File: src/rtl/ewrapper_rx_frame_align_if.sv
// Bus between the elink 1:8 deserializer and the receive protocol logic.
// The deserializer side is the master. The alignment stage is the slave.
interface ewrapper_rx_frame_align_if;
    logic [71:0] DATA_IN;
    logic [63:0] DATA_OUT;
    logic        DATA_VALID;
    logic        FRAME_START;
    logic [2:0]  OFFSET;
    logic        ALIGN_ERR;
    logic [7:0]  ERR_COUNT;
    logic [15:0] FRAME_COUNT;

    modport slave (
        input  DATA_IN,
        output DATA_OUT, DATA_VALID, FRAME_START, OFFSET, ALIGN_ERR, ERR_COUNT, FRAME_COUNT
    );

    modport master (
        output DATA_IN,
        input  DATA_OUT, DATA_VALID, FRAME_START, OFFSET, ALIGN_ERR, ERR_COUNT, FRAME_COUNT
    );
endinterface

File: src/rtl/ewrapper_rx_frame_align.sv
// elink receive byte alignment. This block runs in the divided receive clock domain.
// It finds the frame start bit inside the frame lane (lane 8). It then realigns all
// lanes across 72-bit word boundaries and emits 64-bit beats with valid/start/error.
// Optional statistics counters are enabled by the macro EWRAPPER_RX_ALIGN_STATS_EN.
// When that macro is not defined, ERR_COUNT and FRAME_COUNT are tied to 0.
//
// state  | meaning
// IDLE   | waiting for a frame start pattern (8'hFF >> k) in the raw frame byte
// ACTIVE | frame open at latched offset; emitting a beat per all-ones frame window
// RESYNC | after an error; waiting for an all-zero raw frame byte
module ewrapper_rx_frame_align #(
    parameter int unsigned MAX_FRAME_BEATS = 0
) (
    input  logic                           CLK_DIV,
    input  logic                           RESET_N,
    ewrapper_rx_frame_align_if.slave       rx
);

    typedef enum logic [1:0] {IDLE, ACTIVE, RESYNC} state_t;

    localparam logic [7:0] MAX_BEATS = 8'(MAX_FRAME_BEATS);

    state_t      state_q;
    logic [71:0] in_q;
    logic [71:0] prev_q;
    logic [2:0]  offset_q;
    logic [63:0] data_q;
    logic        valid_q;
    logic        start_q;
    logic        err_q;
    logic        first_q;
    logic [7:0]  beats_q;

    logic [7:0]  raw_f;
    logic [7:0]  fw;
    logic [63:0] w_data;
    logic        start_hit;
    logic [2:0]  start_k;
    logic        wd_hit;
    logic        eval_start;
    logic        beat_d;
    logic        launch_d;
    logic        err_d;

    // Eight bits from the {older, newer} byte pair, starting k bits into the older byte
    function automatic logic [7:0] win8(input logic [7:0] hi, input logic [7:0] lo,
                                        input logic [2:0] k);
        logic [15:0] s;
        s = {hi, lo} << k;
        return s[15:8];
    endfunction

    // Two-word input pipeline, so a byte can be assembled across a word boundary
    always_ff @(posedge CLK_DIV or negedge RESET_N) begin
        if (!RESET_N) begin
            in_q   <= '0;
            prev_q <= '0;
        end else begin
            in_q   <= rx.DATA_IN;
            prev_q <= in_q;
        end
    end

    // Shifted windows for each lane, start-pattern search, and the decisions for this cycle
    always_comb begin
        raw_f     = in_q[71:64];
        fw        = win8(prev_q[71:64], in_q[71:64], offset_q);
        w_data    = '0;
        for (int l = 0; l < 8; l++) begin
            w_data[8*l +: 8] = win8(prev_q[8*l +: 8], in_q[8*l +: 8], offset_q);
        end
        start_hit = 1'b0;
        start_k   = 3'd0;
        for (int k = 0; k < 8; k++) begin
            if (raw_f == (8'hFF >> k)) begin
                start_hit = 1'b1;
                start_k   = 3'(k);
            end
        end
        wd_hit     = (MAX_FRAME_BEATS != 0) && (beats_q == MAX_BEATS);
        // The end of a frame also re-runs start detection, so back-to-back frames need no IDLE gap
        eval_start = (state_q == IDLE) || ((state_q == ACTIVE) && (fw == 8'h00));
        beat_d     = (state_q == ACTIVE) && (fw == 8'hFF) && !wd_hit;
        launch_d   = eval_start && start_hit;
        err_d      = (eval_start && (raw_f != 8'h00) && !start_hit)
                   || ((state_q == ACTIVE) && (fw == 8'hFF) && wd_hit)
                   || ((state_q == ACTIVE) && (fw != 8'hFF) && (fw != 8'h00));
    end

    // Alignment FSM with registered beat, start, error and offset outputs
    always_ff @(posedge CLK_DIV or negedge RESET_N) begin
        if (!RESET_N) begin
            state_q  <= IDLE;
            offset_q <= 3'd0;
            data_q   <= '0;
            valid_q  <= 1'b0;
            start_q  <= 1'b0;
            err_q    <= 1'b0;
            first_q  <= 1'b0;
            beats_q  <= 8'd0;
        end else begin
            valid_q <= beat_d;
            start_q <= beat_d && first_q;
            err_q   <= err_d;
            if (beat_d) begin
                data_q  <= w_data;
                first_q <= 1'b0;
                beats_q <= beats_q + 8'd1;
            end
            if (launch_d) begin
                offset_q <= start_k;
                first_q  <= 1'b1;
                beats_q  <= 8'd0;
            end
            case (state_q)
                IDLE: begin
                    if (launch_d)   state_q <= ACTIVE;
                    else if (err_d) state_q <= RESYNC;
                end
                ACTIVE: begin
                    if (launch_d)           state_q <= ACTIVE;
                    else if (err_d)         state_q <= RESYNC;
                    else if (fw == 8'h00)   state_q <= IDLE;
                end
                RESYNC: begin
                    if (raw_f == 8'h00) state_q <= IDLE;
                end
                default: state_q <= IDLE;
            endcase
        end
    end

    assign rx.DATA_OUT    = data_q;
    assign rx.DATA_VALID  = valid_q;
    assign rx.FRAME_START = start_q;
    assign rx.OFFSET      = offset_q;
    assign rx.ALIGN_ERR   = err_q;

`ifdef EWRAPPER_RX_ALIGN_STATS_EN
    logic [7:0]  err_cnt_q;
    logic [15:0] frame_cnt_q;

    // Saturating error count and wrapping frame count. Both update on the same edge as the event.
    always_ff @(posedge CLK_DIV or negedge RESET_N) begin
        if (!RESET_N) begin
            err_cnt_q   <= 8'd0;
            frame_cnt_q <= 16'd0;
        end else begin
            if (err_d && (err_cnt_q != 8'hFF)) err_cnt_q <= err_cnt_q + 8'd1;
            if (launch_d) frame_cnt_q <= frame_cnt_q + 16'd1;
        end
    end

    assign rx.ERR_COUNT   = err_cnt_q;
    assign rx.FRAME_COUNT = frame_cnt_q;
`else
    assign rx.ERR_COUNT   = 8'd0;
    assign rx.FRAME_COUNT = 16'd0;
`endif

endmodule
File: src/flat_wrapper.sv
// flat-port wrapper written by rule: the top's interface ports become plain ports
module ewrapper_rx_frame_align_flat 
#(
    parameter int unsigned MAX_FRAME_BEATS = 0
)
  (CLK_DIV, RESET_N, rx_DATA_IN, rx_DATA_OUT, rx_DATA_VALID, rx_FRAME_START, rx_OFFSET, rx_ALIGN_ERR, rx_ERR_COUNT, rx_FRAME_COUNT);
  ewrapper_rx_frame_align_if rx_i ();
  input  logic CLK_DIV;
  input  logic RESET_N;
  input wire logic [$bits(rx_i.DATA_IN)-1:0] rx_DATA_IN;
  output wire logic [$bits(rx_i.DATA_OUT)-1:0] rx_DATA_OUT;
  output wire logic [$bits(rx_i.DATA_VALID)-1:0] rx_DATA_VALID;
  output wire logic [$bits(rx_i.FRAME_START)-1:0] rx_FRAME_START;
  output wire logic [$bits(rx_i.OFFSET)-1:0] rx_OFFSET;
  output wire logic [$bits(rx_i.ALIGN_ERR)-1:0] rx_ALIGN_ERR;
  output wire logic [$bits(rx_i.ERR_COUNT)-1:0] rx_ERR_COUNT;
  output wire logic [$bits(rx_i.FRAME_COUNT)-1:0] rx_FRAME_COUNT;
  assign rx_i.DATA_IN = rx_DATA_IN;
  assign rx_DATA_OUT = rx_i.DATA_OUT;
  assign rx_DATA_VALID = rx_i.DATA_VALID;
  assign rx_FRAME_START = rx_i.FRAME_START;
  assign rx_OFFSET = rx_i.OFFSET;
  assign rx_ALIGN_ERR = rx_i.ALIGN_ERR;
  assign rx_ERR_COUNT = rx_i.ERR_COUNT;
  assign rx_FRAME_COUNT = rx_i.FRAME_COUNT;
  ewrapper_rx_frame_align #(.MAX_FRAME_BEATS(MAX_FRAME_BEATS)) u_core (.CLK_DIV(CLK_DIV), .RESET_N(RESET_N), .rx(rx_i));
endmodule
File: config.mk
export PLATFORM = sky130hd
export DESIGN_NAME = ewrapper_rx_frame_align_flat
export DESIGN_NICKNAME = d
export VERILOG_FILES = /design/src/rtl/ewrapper_rx_frame_align_if.sv /design/src/rtl/ewrapper_rx_frame_align.sv /design/src/flat_wrapper.sv
export SDC_FILE = /design/constraint.sdc
export NUM_CORES = 1
export LEC_CHECK = 0
export CORE_UTILIZATION = 25
export CTS_CLUSTER_DIAMETER = 60
export DETAILED_ROUTE_END_ITERATION = 10
export HOLD_SLACK_MARGIN = 0.12
export PLACE_DENSITY = 0.51
export SLEW_MARGIN = 20
export SYNTH_ARGS = -nofsm -noshare
export SYNTH_HDL_FRONTEND = slang
export SYNTH_SLANG_ARGS = --single-unit
File: constraint.sdc
create_clock -name CLK_DIV -period 7.4 [get_ports CLK_DIV]
set_clock_uncertainty 0.05 [all_clocks]
set_input_delay 1.48 -clock CLK_DIV [delete_from_list [all_inputs] [get_ports CLK_DIV]]
set_output_delay 1.48 -clock CLK_DIV [all_outputs]
set_load 0.1 [all_outputs]
==> results.tsv, run 1 <==
metric	value	unit
Crit path largest cell delay	1.10	ns
Yosys reg bits	217	
power share of the sequential group	41.9	%
worst-path maximum fanout	102	
gr usage total	12.9	%
P_leak	4.99	nW
share of the synthesized area in the top cell type	55.2	%
cell at the slowest stage of the critical path	dfrtp_4	
largest net degree at the start of global routing	103	
largest area contributor in the netlist	dfrtp_1	
Seq/Total Area, Yosys	55.2	%
vias post-DR	6937	
Routed Antenna Nets	0	
WS Path Type	reg2reg	
Tot Pwr	3.02	mW
Slew HR	27.8	%
Worst EP arrival	5.23	ns
startpoint types	flop	
wire per inst	16.9	um
Primary FF master, synth	dfrtp_1	
clock-pin slew on the worst setup and hold paths	0.06	ns
RD Place Congestion	0.816	
io pins	168	
CP most frequent cell	buf_4	
Post-Layout Cell Count	1528	
die area	40200	um2
max-slew violation count	0	
Net Switching	737	uW
share of cells above drive strength 1	11.6	%
Comb pwr share	6.5	%
Avg Inst Size Synth	11.3	um2
Core ar.	38700	um2
post-DR vias/cell	4.54	
synth cell count leaders	dfrtp_1 (217), a21oi_1 (109), mux2i_1 (109)	
Max Clock Freq	209	MHz
first-pass detailed-route iteration total	5	
Clk Latency, worst-skew pair	0.58	ns
delay-heaviest family, CP	buffers and inverters	
final hold vios	0	
total clock sinks	217	
post-CTS setup buffers	0	
yosys warns	0	
Worst VDD drop	0.000148	V
Final #Nets	1059	
Buf+Inv Stages, Crit Path	3	
number of port buffers	143	
number of setup violations in the final report	0	
Worst Tran Pin Value	1.08	ns
initial core utilization	25.4	%
Post-synth ARST share	100	%
P_int	2.28	mW
RSZ-0062 raised after global routing	false	
switching portion of total power	24.5	%
Hold Slack	0.297	ns
vias in the first global route	7135	
part of the cycle the worst path needs	64.7	%
die height	200	um
Num CTS Buffers	30	
CP Cell Sequence	inv_2, mux4_2, nand4bb_1, a221oi_4, buf_4, buf_4, nor2_1, a31oi_1	
htree depth	1	
Final min period	4.79	ns
root buffer cell	clkbuf_16	
Util after Layout	32.8	%
status	complete, no violations	
drt total wl	25.8	mm
most numerous cell in the Yosys netlist	dfrtp_1	
Syn Std Cell Area	9850	um2
initial antenna violation count	4	
pwr/cell area	237	nW/um2
main area contributors after synthesis	dfrtp_1 (55%), mux2i_1 (11%), a21oi_1 (5.5%), mux4_2 (4.1%), nor2_1 (3.7%)	
Row Count	72	
critical path data required time	7.85	ns
total grt overflow	0	
Cell Count Post-Placement	1471	
post-DP HPWL	17.4	mm
EDFF count, synth	0	
P&R area growth vs syn	29.2	%
DIE WIDTH	200	um
post_cts resized	0	
CTS Hold Bufs	0	
sum of negative setup slack	0	ns
drt drc	0	
initial drt markers	360	
Max-cap violations	0	
CP Capture Type	flop	
CTS Buffer Depth	3	
global-route wire length before repair	41.0	mm
Netlist cell types	51	
clock network fraction of total power	51.6	%
worst hold-check path type	reg2reg	
CTS tree	done	
Post-Synthesis Cells	872	
cells in the final DEF (no fill, tap or decap), types with 3 or more instances in the layout:
cell / count
o21ai_0: 28
inv_6: 5
conb_1: 24
nand3_1: 12
buf_4: 7
nor3_1: 5
mux4_2: 18
mux2_1: 3
nor4_1: 4
nand3b_1: 4
clkinv_4: 3
bufinv_16: 4
and2_1: 3
mux2i_1: 109
or2_2: 3
clkbuf_16: 30
a211oi_1: 25
dfrtp_4: 3
nand2b_1: 4
a21oi_1: 109
a211o_1: 9
nand2_1: 45
clkdlybuf4s50_1: 142
nor2b_1: 15
clkbuf_8: 8
mux2_2: 26
dfrtp_1: 214
o22ai_1: 3
inv_1: 3
nor2_1: 98
a31oi_1: 8
layout make-up:
class	count	area, um2
Sequential cell	217	5440
Antenna cell	1	2.50
Inverter	5	18.8
Clock inverter	16	246
Fill cell	3955	26000
Clock buffer	40	868
Multi-Input combinational cell	581	4010
Timing Repair Buffer	150	1490
Tap cell	518	648
path summary, 6_finish.rpt:
kind	start	end	slack, ns	cells after the start
setup / recovery	u_core.rx.OFFSET[2]	u_core.rx.DATA_OUT[40]	2.61	8
hold / removal	u_core.in_q[24]	u_core.prev_q[24]	0.30	0
setup reg to reg	u_core.rx.OFFSET[2]	u_core.rx.DATA_OUT[40]	2.61	8
hold reg to reg	u_core.in_q[24]	u_core.prev_q[24]	0.30	0
max in group asynchronous	RESET_N	u_core.rx.DATA_OUT[13]	5.07	2
min in group asynchronous	RESET_N	u_core.in_q[68]	0.84	1
logic make-up after synthesis:
logic type             count (synthesis)  share of synthesized area, %
multiplexers                         156                          18.5
flip-flops                           217                          55.2
AND/OR/NAND/NOR                      204                          9.39
other                                  1                        0.0381
buffers and inverters                 97                          5.11
AO/OA/AOI/OAI                        196                          11.7
XOR/XNOR                               1                        0.0890
metal layers:
layer / vias up / part of all wire [%] / global-route usage [%]
met4: 4 / 2.4 / 3.41
met2: 185 / 46 / 19.9
met1: 3415 / 47 / 18.1
li1: 3289 / - / -
met3: 44 / 5.2 / 3.00
met5: - / 0.11 / 0
worst reg2reg max path, stage by stage (launching register included):
cell       delay (ns)
dfrtp_4          1.10
inv_2            0.62
mux4_2           0.60
nand4bb_1        0.27
a221oi_4         0.61
buf_4            0.56
buf_4            0.62
nor2_1           0.11
a31oi_1          0.17
flip-flops by register name, summed over array words and instances, names as in the netlist:
register / cells
u_core.first_q: 1
u_core.in_q: 72
u_core.prev_q: 72
u_core.rx.ALIGN_ERR: 1
u_core.rx.DATA_OUT: 64
u_core.rx.DATA_VALID: 1
u_core.rx.FRAME_START: 1
u_core.rx.OFFSET: 3
u_core.state_q: 2
power groups by stage:
stage	combinational, mW	clock [mW]	sequential [mW]
after floorplan	0.132	0	1.27
after global placement	0.199	0	1.28
after detailed placement	0.199	0	1.28
after CTS	0.200	1.60	1.26
after global routing	0.215	1.65	1.27
final	0.196	1.56	1.26
metrics by stage:
stage | instance area, um2 | setup slack, ns
global route | 12700 | 2.15
floorplan | 9930 | 4.38
CTS | 12700 | 2.57
detailed placement | 11600 | 2.57
finish | 12700 | 2.61
global placement | 11600 | 2.70
No activity file was read; power rests on OpenSTA's default activity.
==> run 2, diff against run 1 <==
- clock period: 7.4 -> 5 ns (I/O delays scaled with it)
==> results.tsv, run 2 (synthesis gave the netlist of run 1 again) <==
metric	value	unit	change
total clock sinks	217		unchanged
Hold Slack	0.296	ns	was 0.297 ns
largest net degree at the start of global routing	116		was 103
fin area	12800	um2	was 12700 um2
number of port buffers	143		unchanged
initial core utilization	25.4	%	unchanged
vias in the first global route	7067		was 7135
die height	200	um	unchanged
Crit path largest cell delay	1.26	ns	was 1.10 ns
io pins	168		unchanged
FF-to-FF Start	u_core.rx.OFFSET[2]		unchanged
CTS tree	done		unchanged
Post-Layout Cell Count	1536		was 1528
WS Path Type	reg2out		was reg2reg
worst-path maximum fanout	54		was 102
CTS Hold Bufs	0		unchanged
Num CTS Buffers	34		was 30
Clk Latency, worst-skew pair	0.54	ns	was 0.58 ns
drt drc	0		unchanged
Worst VDD drop	0.000170	V	was 0.000148 V
P_int	3.39	mW	was 2.28 mW
fill cell count	3979		was 3955
pwr/cell area	356	nW/um2	was 237 nW/um2
CTS Buffer Depth	3		unchanged
P_leak	5.03	nW	was 4.99 nW
worst hold-check path type	reg2reg		unchanged
Slew HR	29.3	%	was 27.8%
wire per inst	17.0	um	was 16.9 um
HP Start	u_core.in_q[0]		was u_core.in_q[24]
critical path data required time	3.95	ns	was 7.85 ns
Max Clock Freq	272	MHz	
Final min period	3.68	ns	
Final #Nets	1065		was 1059
cell at the slowest stage of the critical path	clkdlybuf4s50_1		was dfrtp_4
htree depth	2		was 1
initial antenna violation count	3		was 4
P&R area growth vs syn	30.0	%	was 29.2%
Worst EP arrival	2.63	ns	was 5.23 ns
global-route wire length before repair	41.6	mm	was 41.0 mm
Comb pwr share	6.4	%	was 6.5%
most common cell after layout, fill and taps aside	dfrtp_1		unchanged
Routed Antenna Nets	0		unchanged
crit path from	u_core.rx.OFFSET[1]		was u_core.rx.OFFSET[2]
status	complete, no violations		unchanged
switching portion of total power	25.6	%	was 24.5%
Max-cap violations	0		unchanged
hold path cells	0		unchanged
Cell Count Post-Placement	1473		was 1471
total grt overflow	0		unchanged
gr usage total	13.2	%	was 12.9%
vias post-DR	6971		was 6937
initial drt markers	382		was 360
clock network fraction of total power	52.6	%	was 51.6%
most frequent cells in the layout	dfrtp_1 (214), clkdlybuf4s50_1 (142), mux2i_1 (109), a21oi_1 (109), nor2_1 (98)		unchanged
post-DR vias/cell	4.54		about the same
delay-heaviest family, CP	buffers and inverters		unchanged
RD Place Congestion	0.792		was 0.816
setup slack, reg-to-reg	1.77	ns	was 2.61 ns
root buffer cell	clkbuf_16		unchanged
Row Count	72		unchanged
sum of negative setup slack	0	ns	unchanged
final hold vios	0		unchanged
CP Cell Sequence	clkdlybuf4s50_1		was inv_2, mux4_2, nand4bb_1, a221oi_4, buf_4, buf_4, nor2_1, a31oi_1
startpoint types	flop		unchanged
Worst Tran Pin Value	1.06	ns	was 1.08 ns
drt total wl	26.1	mm	was 25.8 mm
CP Capture Type	output port		was flop
Cell Area, Placed	11600	um2	about the same
Buf+Inv Stages, Crit Path	1		was 3
RSZ-0062 raised after global routing	false		unchanged
die area	40200	um2	unchanged
hold endpoint	u_core.prev_q[0]		was u_core.prev_q[24]
part of the cycle the worst path needs	73.6	%	
worst reg-to-reg path cell count	7		was 8
Core ar.	38700	um2	unchanged
DIE WIDTH	200	um	unchanged
share of cells above drive strength 1	12.4	%	was 11.6%
max-slew violation count	0		unchanged
clock-pin slew on the worst setup and hold paths	0.06	ns	about the same
post_cts resized	0		unchanged
number of setup violations in the final report	0		unchanged
Net Switching	1.17	mW	was 737 uW
power share of the sequential group	41.0	%	was 41.9%
post-DP HPWL	16.9	mm	was 17.4 mm
post-CTS setup buffers	0		unchanged
first-pass detailed-route iteration total	5		unchanged
RR Endpoint	u_core.rx.DATA_OUT[24]		was u_core.rx.DATA_OUT[40]
==> run 2: layer usage <==
| metal | up-vias | share of wire [%] | global-route usage, % |
|---|---|---|---|
| met5 | - | 0.088 | 0 |
| met1 | 3399 | 47 | 18.0 |
| met2 | 203 | 45 | 19.8 |
| met4 | 4 | 2.4 | 4.44 |
| met3 | 53 | 6.1 | 3.96 |
| li1 | 3312 | - | - |
==> run 2: area by class of cell <==
| cell class | instances | area [um2] | area share (%) |
|---|---|---|---|
| well taps | 518 | 648 | 5.06 |
| inverters | 5 | 18.8 | 0.147 |
| multi-input cells | 581 | 4010 | 31.3 |
| repair buffers | 152 | 1520 | 11.8 |
| clock buffers | 40 | 923 | 7.22 |
| flip-flops and latches | 217 | 5440 | 42.5 |
| clock inverters | 22 | 236 | 1.85 |
| diodes | 1 | 2.50 | 0.0196 |
==> run 2: worst reg2reg max path, cell delays in order (launching register included) <==
cell      delay [ns]
dfrtp_4         0.41
buf_4           0.74
mux4_2          0.62
nand4b_1        0.26
a221oi_4        0.38
buf_12          0.38
nor2_1          0.17
a31oi_1         0.14
==> run 2: worst max path at each step <==
stage / endpoint / slack (ns) / depth (start not counted)
after floorplan: u_core.rx.DATA_OUT[49] / 1.98 / 8
after global placement: u_core.rx.DATA_OUT[8] / 1.80 / 7
after detailed placement: u_core.rx.DATA_OUT[40] / 1.70 / 7
after CTS: rx_OFFSET[1] / 1.26 / 1
after global routing: rx_OFFSET[1] / 1.22 / 1
final: rx_OFFSET[1] / 1.32 / 1
==> run 2: power by group through the flow <==
stage | logic [mW] | registers [mW] | clock network (mW)
after floorplan | 0.195 | 1.87 | 0
after global placement | 0.295 | 1.90 | 0
after detailed placement | 0.295 | 1.90 | 0
after CTS | 0.297 | 1.87 | 2.50
after global routing | 0.318 | 1.87 | 2.56
final | 0.291 | 1.87 | 2.40
==> run 2: per-stage QoR <==
step | total power, mW | worst slack, ns | util, %
5_1_grt | 4.75 | 1.22 | 33.0
6_report | 4.56 | 1.32 | 33.0
2_1_floorplan | 2.07 | 1.98 | -
4_1_cts | 4.66 | 1.26 | 33.0
3_3_place_gp | 2.19 | 1.80 | 30.0
3_5_place_dp | 2.19 | 1.70 | 30.0
==> run 3, diff against run 2 <==
- clock period: 5 -> 3.8 ns (I/O delays scaled with it)
==> results.tsv, run 3 (synthesis gave the netlist of run 1 again) <==
metric	value	unit	change
wire per inst	16.9	um	was 17.0 um
WS Path Type	reg2out		unchanged
RSZ-0062 raised after global routing	false		unchanged
root buffer cell	clkbuf_16		unchanged
setup slack, reg-to-reg	1.02	ns	was 1.77 ns
CTS tree	done		unchanged
most frequent cells in the layout	dfrtp_1 (214), clkdlybuf4s50_1 (133), mux2i_1 (109), a21oi_1 (109), nor2_1 (98)		was dfrtp_1 (214), clkdlybuf4s50_1 (142), mux2i_1 (109), a21oi_1 (109), nor2_1 (98)
Final #Nets	1062		was 1065
Crit path largest cell delay	1.16	ns	was 1.26 ns
Worst EP arrival	2.11	ns	was 2.63 ns
Final min period	2.92	ns	
post-DR vias/cell	4.51		was 4.54
worst reg-to-reg path cell count	8		was 7
total clock sinks	217		unchanged
Multi-input gate area	4010	um2	unchanged
total grt overflow	0		unchanged
gr usage total	12.8	%	was 13.2%
fill cell count	3975		was 3979
pwr/cell area	429	nW/um2	was 356 nW/um2
Cell Area, Placed	11700	um2	was 11600 um2
number of setup violations in the final report	0		unchanged
RD Place Congestion	0.805		was 0.792
initial antenna violation count	4		was 3
share of cells above drive strength 1	12.0	%	was 12.4%
Clk Latency, worst-skew pair	0.55	ns	was 0.54 ns
number of port buffers	143		unchanged
die area	40200	um2	unchanged
Row Count	72		unchanged
startpoint types	flop		unchanged
register area	5440	um2	unchanged
sum of negative setup slack	0	ns	unchanged
worst hold-check path type	in2async		was reg2reg
CP Capture Type	output port		unchanged
Cell Count Post-Placement	1475		was 1473
Worst Tran Pin Value	1.07	ns	was 1.06 ns
Max-cap violations	0		unchanged
htree depth	1		was 2
Num CTS Buffers	29		was 34
max-slew violation count	0		unchanged
critical path data required time	2.99	ns	was 3.95 ns
final hold vios	0		unchanged
CP Cell Sequence	clkdlybuf4s50_1		unchanged
fin area	12600	um2	was 12800 um2
Buf+Inv Stages, Crit Path	1		unchanged
io pins	168		unchanged
Slew HR	28.7	%	was 29.3%
FF-to-FF Start	u_core.rx.OFFSET[2]		unchanged
CTS Hold Bufs	0		unchanged
P&R area growth vs syn	27.8	%	was 30.0%
die height	200	um	unchanged
RR Endpoint	u_core.rx.DATA_OUT[40]		was u_core.rx.DATA_OUT[24]
drt total wl	25.8	mm	was 26.1 mm
Util after Layout	32.5	%	was 33.0%
post-DP HPWL	17.1	mm	was 16.9 mm
drt drc	0		unchanged
worst-path maximum fanout	2		was 54
post_cts resized	0		unchanged
Routed Antenna Nets	0		unchanged
cell at the slowest stage of the critical path	clkdlybuf4s50_1		unchanged
Tot Pwr	5.40	mW	was 4.56 mW
Hold Slack	0.146	ns	was 0.296 ns
status	complete, no violations		unchanged
P_leak	4.96	nW	was 5.03 nW
part of the cycle the worst path needs	76.8	%	
global-route wire length before repair	40.6	mm	was 41.6 mm
Core ar.	38700	um2	unchanged
clock-pin slew on the worst setup and hold paths	0.06	ns	about the same
most common cell after layout, fill and taps aside	dfrtp_1		unchanged
DP Worst Slack	1.02	ns	was 1.70 ns
DIE WIDTH	200	um	unchanged
Max Clock Freq	343	MHz	
largest net degree at the start of global routing	114		was 116
first-pass detailed-route iteration total	7		was 5
Post-Layout Cell Count	1525		was 1536
delay-heaviest family, CP	buffers and inverters		unchanged
vias in the first global route	7047		was 7067
initial drt markers	481		was 382
initial core utilization	25.4	%	unchanged
post-layout worst setup margin	0.881	ns	was 1.32 ns
critical path depth	1		unchanged
post-CTS setup buffers	0		unchanged
vias post-DR	6876		was 6971
CTS Buffer Depth	3		unchanged
Worst VDD drop	0.000319	V	was 0.000170 V
## run 3: changes by cell type in the layout (fill, tap and decap cells not counted)
cell             before  now
inv_6                 7    1
clkbuf_16            34   29
clkbuf_8              5    9
clkdlybuf4s50_1     142  133
buf_4                 8   16
bufinv_16             2    0
clkinvlp_4            2    0
buf_12                1    4
clkbuf_1              1    4
clkinv_4              4    3
inv_8                 3    0
clkinv_8              1    0
## run 3: how the worst max path moves through the flow
stage | startpoint | endpoint | slack [ns]
after floorplan | u_core.rx.OFFSET[2] | u_core.rx.DATA_OUT[49] | 0.78
after global routing | u_core.rx.OFFSET[2] | u_core.rx.DATA_OUT[40] | 0.77
after global placement | u_core.rx.OFFSET[2] | u_core.rx.DATA_OUT[16] | 1.09
after detailed placement | u_core.rx.OFFSET[2] | u_core.rx.DATA_OUT[16] | 1.02
after CTS | u_core.rx.DATA_OUT[44] | rx_DATA_OUT[44] | 0.82
final | u_core.rx.DATA_OUT[7] | rx_DATA_OUT[7] | 0.88
## run 3: power breakdown
part	switching, mW	leakage (nW)	internal, mW	total (mW)
clock	0.996	0.455	1.56	2.56
combinational	0.238	1.81	0.146	0.384
sequential	0.0676	2.69	2.39	2.46
## run 3: layout make-up
class                      instances  share of cell area, %
sequential                       217                   43.2
antenna                            1                 0.0199
multi-input combinational        581                   31.9
inverter                           5                  0.149
timing repair buffer             154                   12.3
tap                              518                   5.15
clock inverter                     7                  0.398
clock buffer                      42                   6.87
## run 3: layer usage
metal  GRT usage [%]  routed length (um)  up-vias
li1                -                   -     3301
met1            18.1               12300     3341
met2            19.2               11500      191
met3            3.28                1530       37
met4            3.63                 468        6
met5               0                  45        -
